## config.mk

```make
export PLATFORM = sky130hd
export DESIGN_NAME = store_buffer
export DESIGN_NICKNAME = d
export VERILOG_FILES = /design/src/rtl/store_buffer.sv
export SDC_FILE = /design/constraint.sdc
export NUM_CORES = 1
export LEC_CHECK = 0
export CORE_MARGIN = 5
export CORE_UTILIZATION = 30
export CTS_CLUSTER_SIZE = 30
export DETAILED_ROUTE_END_ITERATION = 10
export PLACE_DENSITY = 0.57
export SYNTH_ARGS = -nofsm -noshare
export SYNTH_HDL_FRONTEND = slang
export SYNTH_SLANG_ARGS = --single-unit
```

## constraint.sdc

```tcl
create_clock -name Clk -period 4.7 [get_ports Clk]
set_clock_uncertainty 0.15 [all_clocks]
set_input_delay 1.41 -clock Clk [delete_from_list [all_inputs] [get_ports Clk]]
set_output_delay 1.41 -clock Clk [all_outputs]
set_load 0.02 [all_outputs]
```

## src/rtl/store_buffer.sv

```systemverilog
// store_buffer: circular FIFO of pending {addr,data} stores drained to DMEM whenever loads leave the port idle.
// Macro STORE_BUFFER_FWD_EN: loads forward from the youngest matching entry; undefined, loads stall until the buffer drains.
module store_buffer #(
  parameter int ADDRESS_WIDTH = 16,
  parameter int DATA_WIDTH    = 32,
  parameter int DEPTH         = 4
) (
  input  logic                     Clk,
  input  logic                     Reset,
  input  logic                     StoreValid,
  input  logic [ADDRESS_WIDTH-1:0] StoreAddr,
  input  logic [DATA_WIDTH-1:0]    StoreData,
  output logic                     StoreReady,
  input  logic                     LoadReq,
  input  logic [ADDRESS_WIDTH-1:0] LoadAddr,
  output logic [DATA_WIDTH-1:0]    LoadData,
  output logic                     LoadHit,
  output logic                     LoadStall,
  input  logic [DATA_WIDTH-1:0]    MemData,
  output logic [ADDRESS_WIDTH-1:0] Address,
  output logic [DATA_WIDTH-1:0]    WriteData,
  output logic                     MemWrite,
  output logic [$clog2(DEPTH):0]   Count,
  output logic                     Empty
);
  localparam int PW = $clog2(DEPTH);
  localparam int CW = PW + 1;

  logic [ADDRESS_WIDTH-1:0] addr_mem [DEPTH];
  logic [DATA_WIDTH-1:0]    data_mem [DEPTH];
  logic [PW-1:0]            head;
  logic [PW-1:0]            tail;
  logic                     push;
  logic                     pop;

  assign Empty      = (Count == '0);
  assign StoreReady = (Count < CW'(DEPTH));
  assign push       = StoreValid && StoreReady && !Reset;

`ifdef STORE_BUFFER_FWD_EN
  assign pop = !Reset && !Empty && !LoadReq;
`else
  // Without forwarding the buffer must empty before a load can safely read DMEM.
  assign pop = !Reset && !Empty;
`endif

  assign MemWrite  = pop;
  assign WriteData = pop ? data_mem[head] : '0;

  always_comb begin
    Address = '0;
    if (pop)
      Address = addr_mem[head];
    else if (LoadReq)
      Address = LoadAddr;
  end

  always_ff @(posedge Clk) begin
    if (Reset) begin
      head  <= '0;
      tail  <= '0;
      Count <= '0;
    end else begin
      if (push)
        tail <= tail + PW'(1);
      if (pop)
        head <= head + PW'(1);
      Count <= Count + CW'(push) - CW'(pop);
    end
  end

  // Entry storage needs no reset: occupancy is defined by the pointers and Count.
  always_ff @(posedge Clk) begin
    if (push) begin
      addr_mem[tail] <= StoreAddr;
      data_mem[tail] <= StoreData;
    end
  end

`ifdef STORE_BUFFER_FWD_EN
  logic [PW-1:0] idx;

  // Scan oldest to youngest so the last match wins.
  always_comb begin
    LoadHit  = 1'b0;
    LoadData = MemData;
    idx      = '0;
    for (int i = 0; i < DEPTH; i++) begin
      idx = head + PW'(i);
      if (!Reset && (CW'(i) < Count) && (addr_mem[idx] == LoadAddr)) begin
        LoadHit  = 1'b1;
        LoadData = data_mem[idx];
      end
    end
  end

  assign LoadStall = 1'b0;
`else
  assign LoadHit   = 1'b0;
  assign LoadData  = MemData;
  assign LoadStall = LoadReq && !Empty && !Reset;
`endif

endmodule

```

After elaboration in Yosys (flattened, before gate mapping) --
Memory sizes are Yosys's and may differ from the RTL's. A register that Yosys moved wholly into a read port is not among the register bits. Index checks and enable logic that the tools add are counted.
Storage, ports and cells: flip-flop bits (word level) 7, bits in latches 0, memory bits (writable) 192, bits in read-only memories 0, input port bits 100, output and inout port bits 88, logic and storage cells 27, memories 2
Operators by class: add/sub/neg operators 4, $mul 0, divide/modulo/power cells 0, $lt $le $gt $ge 1, equality and inequality tests 0, shifts and indexed selects 0, multiplexer cells 9, bitwise logic cells 0, reduce and logical (&&, ||, !) cells 8
Memories:
- data_mem | depth 4, width 32, rd ports 1, clocked after Yosys merged registers in 1, write ports 1, RTL line 30 | logic [DATA_WIDTH-1:0] data_mem [DEPTH];
- addr_mem | depth 4, width 16, rd ports 1, clocked after Yosys merged registers in 1, write ports 1, RTL line 29 | logic [ADDRESS_WIDTH-1:0] addr_mem [DEPTH];
Operators by type and width (count):
- 16-bit two-way mux | 2
- 32-bit two-way mux | 1
- 2-bit two-way mux | 4
- 1-bit logical AND | 5
- 2-bit by 1-bit adder with 2-bit output (second input constant) | 2
- 3-bit by 1-bit adder with 3-bit output | 1
- 3-bit zero test | 1
- 3-bit less-than comparator (second input constant) | 1
- 3-bit by 1-bit subtractor with 3-bit output | 1
- 1-bit zero test | 2
- 1-bit two-way mux | 2

Longest topological paths before layout --
depth in word-level cells 5, depth in mapped cells 8, mapped depth without buffers 8

Worst setup path before layout --
No wires, ideal clock.
path kind input -> output, start point input port Reset, end point output port WriteData[22], arrival 2.450 ns, required time 3.140 ns, setup slack 0.690 ns, stages 6, buffers on the path 3, path through buf_4 > or2_1 > buf_2 > inv_2 > buf_2 > and2_1
On the way: cells in the longest elaborated chain, start to end 3
RTL lines:
- start: declaration | RTL line 9 | input logic Reset,
- 1-bit zero test | RTL line 44 | assign pop = !Reset && !Empty;
- 1-bit logical AND | RTL line 44
- via MemWrite | RTL line 22 | output logic MemWrite,
- 32-bit two-way mux | RTL line 48 | assign WriteData = pop ? data_mem[head] : '0;
- end: declaration | RTL line 21 | output logic [DATA_WIDTH-1:0] WriteData,
The timed path passes the listed nets, and every way through them passes these cells.

Worst setup path after layout --
start point input port Reset, end point output port MemWrite
On the way: cells in the longest elaborated chain, start to end 2
RTL lines (RTL line):
- 1-bit zero test | 44
- 1-bit logical AND | 44
- end: declaration | 22
No other way between the ends.

==> flow_metrics.env <==
export IMPL_outcome="finished, final reports clean"
export IMPL_clockBufferDepth=3
export IMPL_worst_slew_pin_slew_ns=0.5633
export IMPL_dieArea_um2=30610
export IMPL_slowest_stage="clkdlybuf4s50_1"
export IMPL_post_route_min_period_ns=4.592
export IMPL_final_util_pct=38.16
export IMPL_grt_overflow_total=0
export IMPL_crit_chain="clkdlybuf4s50_1, or2_1, inv_2, buf_12, clkdlybuf4s50_1"
export IMPL_die_h_um=175.0
export IMPL_maxSlewHeadroom_pct=62.45
export IMPL_dieWidth_um=175.0
export IMPL_crit_arrival_ns=3.03
export IMPL_routedWlPerCell_um=19.57
export IMPL_crit_type="in2out"
export IMPL_rrSetupSlack_ns=2.48
export IMPL_cp_top_family="buffers and inverters"
export IMPL_drt_first_pass_iters=4
export IMPL_wl_met1_mm=7.229
export IMPL_synth_top_area_share_pct=70.63
export IMPL_drc=0
export IMPL_slowest_delay_ns=0.61
export IMPL_crit_fanout=21
export IMPL_viasPerCell=4.560
export IMPL_dr_max_layer_used="met5"
export IMPL_synth_seq_cells=201
export IMPL_clk_latency_ns=0.48
export IMPL_coreArea_um2=26880
export IMPL_finalSetupViolations=0
export IMPL_fin_crit_sh_pct=97.71
export IMPL_path_buf_inv=4
export IMPL_fillers=2483
export IMPL_drt_antenna_violating_nets=0
export IMPL_ys_async_sr_fraction_pct=0
export IMPL_grt_pass1_wl_mm=26.48
export IMPL_syn_to_final_growth_pct=25.64
export IMPL_grt_pass1_vias=4436
export IMPL_track_usage_pct=11.12
export IMPL_finalHoldViolations=0
export IMPL_seqPwrFrac_pct=42.2
export IMPL_crit_top_cell="clkdlybuf4s50_1"
export IMPL_p_sw_mw=1.461
export IMPL_dp_cells=836
export IMPL_syn_avg_cell_area_um2=20.06
export IMPL_rsz0062_at_grt="false"
export IMPL_post_route_cells_drive_above_1_share_pct=19.77
export IMPL_endpoint_kind="output pin"
export IMPL_path_clk_slew_ns=0.06
export IMPL_synth_edff_count=192
export IMPL_netlist_top_cells_area="edfxtp_1 (71%), mux4_2 (13%), buf_4 (3.5%)"
export IMPL_initialDrtViolationCount=189
export IMPL_synth_cell_area_um2=8163
export IMPL_seq_area_frac_synth_pct=72.84
export IMPL_placementRows=60
export IMPL_leakage_nw=3.443
export IMPL_place_congestion=0.6706
export IMPL_cts_tree="built"
export IMPL_netlist_top_cells_count="edfxtp_1 (192), mux4_2 (48), buf_4 (38), and2_1 (37), nor3b_1 (16)"
export IMPL_synthCells=407
export IMPL_start_util_pct=30.37
export IMPL_grt_max_degree=32
export IMPL_clkSinkCount=201
export IMPL_io_pins=188
export IMPL_timing_hold_ws_ns=0.3783
export IMPL_pwr_share_comb_pct=28.7
export IMPL_root_buffer="clkbuf_16"
export IMPL_p_int_mw=3.692
export IMPL_start_kind="primary input"
export IMPL_slew_violations=0
export IMPL_min_path_type="reg2reg"
export IMPL_synth_net_count=513
export IMPL_antenna_found_initial=1
export IMPL_powerDensity_nw_per_um2=502.4
export IMPL_htree_levels=1
export IMPL_fmax_mhz=217.7
export IMPL_synth_top_cell_by_area="edfxtp_1"
export IMPL_critPathRequiredTime_ns=3.14
export IMPL_vias=3981
export IMPL_yosys_warnings=0
export IMPL_dr_wl_met2_mm=8.254
export IMPL_wl_met3_um=882
export IMPL_wirelength_mm=17.08
export IMPL_ir_drop_uv=283.5
export IMPL_final_cells=873
export IMPL_synth_most_common_cell="edfxtp_1"
export IMPL_final_net_count=624
export IMPL_drv_cap=0
export IMPL_cts_made_buffers=21
export IMPL_post_dp_hpwl_mm=11.14
export IMPL_synth_ff_type="edfxtp_1"
export IMPL_clkPwrFrac_pct=29.1
export IMPL_p_sw_share_pct=28.35
export IMPL_synth_cell_types=28
export IMPL_portBuffers=122
==> through the flow <==
step | cell area [um2] | setup TNS [ns] | total power [mW] | worst slack (ns)
finish | 10260 | 0 | 5.152 | 0.1075
global route | 10250 | 0 | 5.426 | 0.04258
CTS | 10250 | 0 | 5.253 | 0.08156
detailed placement | 9698 | -1.260 | 3.839 | -0.07009
global placement | 9698 | -0.9876 | 3.818 | -0.07532
floorplan | 8163 | 0 | 3.212 | 0.6899
==> path summary, 6_finish.rpt <==
path,startpoint,endpoint,depth (start not counted)
worst min register to register,head[1],flop,2
worst min-delay path,head[1],flop,2
worst max register to register,Count[2],Count[2],7
worst max-delay path,Reset,MemWrite,5
==> worst min-delay path, cell delays in order (launching register included) <==
cell and delay, ns:
dfxtp_1 0.32, xor2_1 0.06, nor2_1 0.10
==> layout make-up <==
cell class                 count  area, um2  share of cell area (%)
clock inverter                 9      68.82                  0.6710
clock buffer                  27      548.0                   5.343
multi-input combinational    146       1810                   17.65
antenna                        1      2.502                 0.02440
inverter                       5      18.77                  0.1830
tap                          341      426.7                   4.160
sequential                   201       5951                   58.02
timing repair buffer         143       1430                   13.94
==> sequential cells by signal, indices dropped and copies added, names as in the netlist, named ones only <==
| register | count |
|---|---|
| data_mem | 128 |
| addr_mem | 64 |
| Count | 3 |
| head | 2 |
| tail | 2 |
==> power groups by stage <==
| stage | Clock, mW | Combinational [mW] | Sequential, mW |
|---|---|---|---|
| final | 1.50 | 1.48 | 2.17 |
| after global routing | 1.62 | 1.61 | 2.19 |
| after CTS | 1.55 | 1.52 | 2.18 |
| after detailed placement | 0 | 1.62 | 2.22 |
| after global placement | 0 | 1.61 | 2.21 |
| after floorplan | 0 | 1.06 | 2.15 |
==> cells in the final DEF (no fill, tap or decap), drive strengths merged <==
| cell | synthesis | layout |
|---|---|---|
| edfxtp | 192 | 192 |
| clkdlybuf4s50 | 0 | 73 |
| dlygate4sd2 | 0 | 49 |
| mux4 | 48 | 48 |
| and2 | 37 | 37 |
| clkbuf | 2 | 27 |
| buf | 53 | 21 |
| nor3b | 17 | 17 |
| a31o | 16 | 16 |
| dfxtp | 9 | 9 |
| clkinv | 0 | 8 |
| nor2 | 6 | 6 |
| ha | 5 | 5 |
| inv | 5 | 5 |
| xor2 | 3 | 3 |
| xnor2 | 3 | 3 |
| nor2b | 2 | 2 |
| o31ai | 2 | 2 |
| diode | 0 | 1 |
| nor3 | 1 | 1 |
| or2 | 1 | 1 |
| or3 | 1 | 1 |
| a21oi | 1 | 1 |
| nand2 | 1 | 1 |
| fa | 1 | 1 |
| conb | 1 | 1 |
| bufinv | 0 | 1 |
==> cells by family (layout without fill, tap and decap cells) <==
logic type | after synthesis | count (layout) | share of synthesized area (%)
AO/OA/AOI/OAI | 19 | 19 | 1.962
XOR/XNOR | 6 | 6 | 0.6439
adder cells (fa/ha/maj) | 6 | 6 | 1.012
buffers and inverters | 60 | 184 | 5.104
flip-flops | 201 | 201 | 72.84
multiplexers | 48 | 48 | 13.24
other | 1 | 2 | 0.04594
AND/OR/NAND/NOR | 66 | 66 | 5.150
==> routing by layer <==
metal,track usage (%),vias up
li1,-,1796
met1,13.86,2004
met2,18.76,125
met3,2.575,54
met4,4.583,2
met5,0,-
==> repair_timing <==
item                                   4_1_cts  5_1_grt
setup endpoints to repair                   49        0
endpoints found under the hold margin        0        0
hold buffers                                 0        0
gates resized for setup                     49        0
buffers inserted                             0        0
Power figures use the tool's default switching activity.
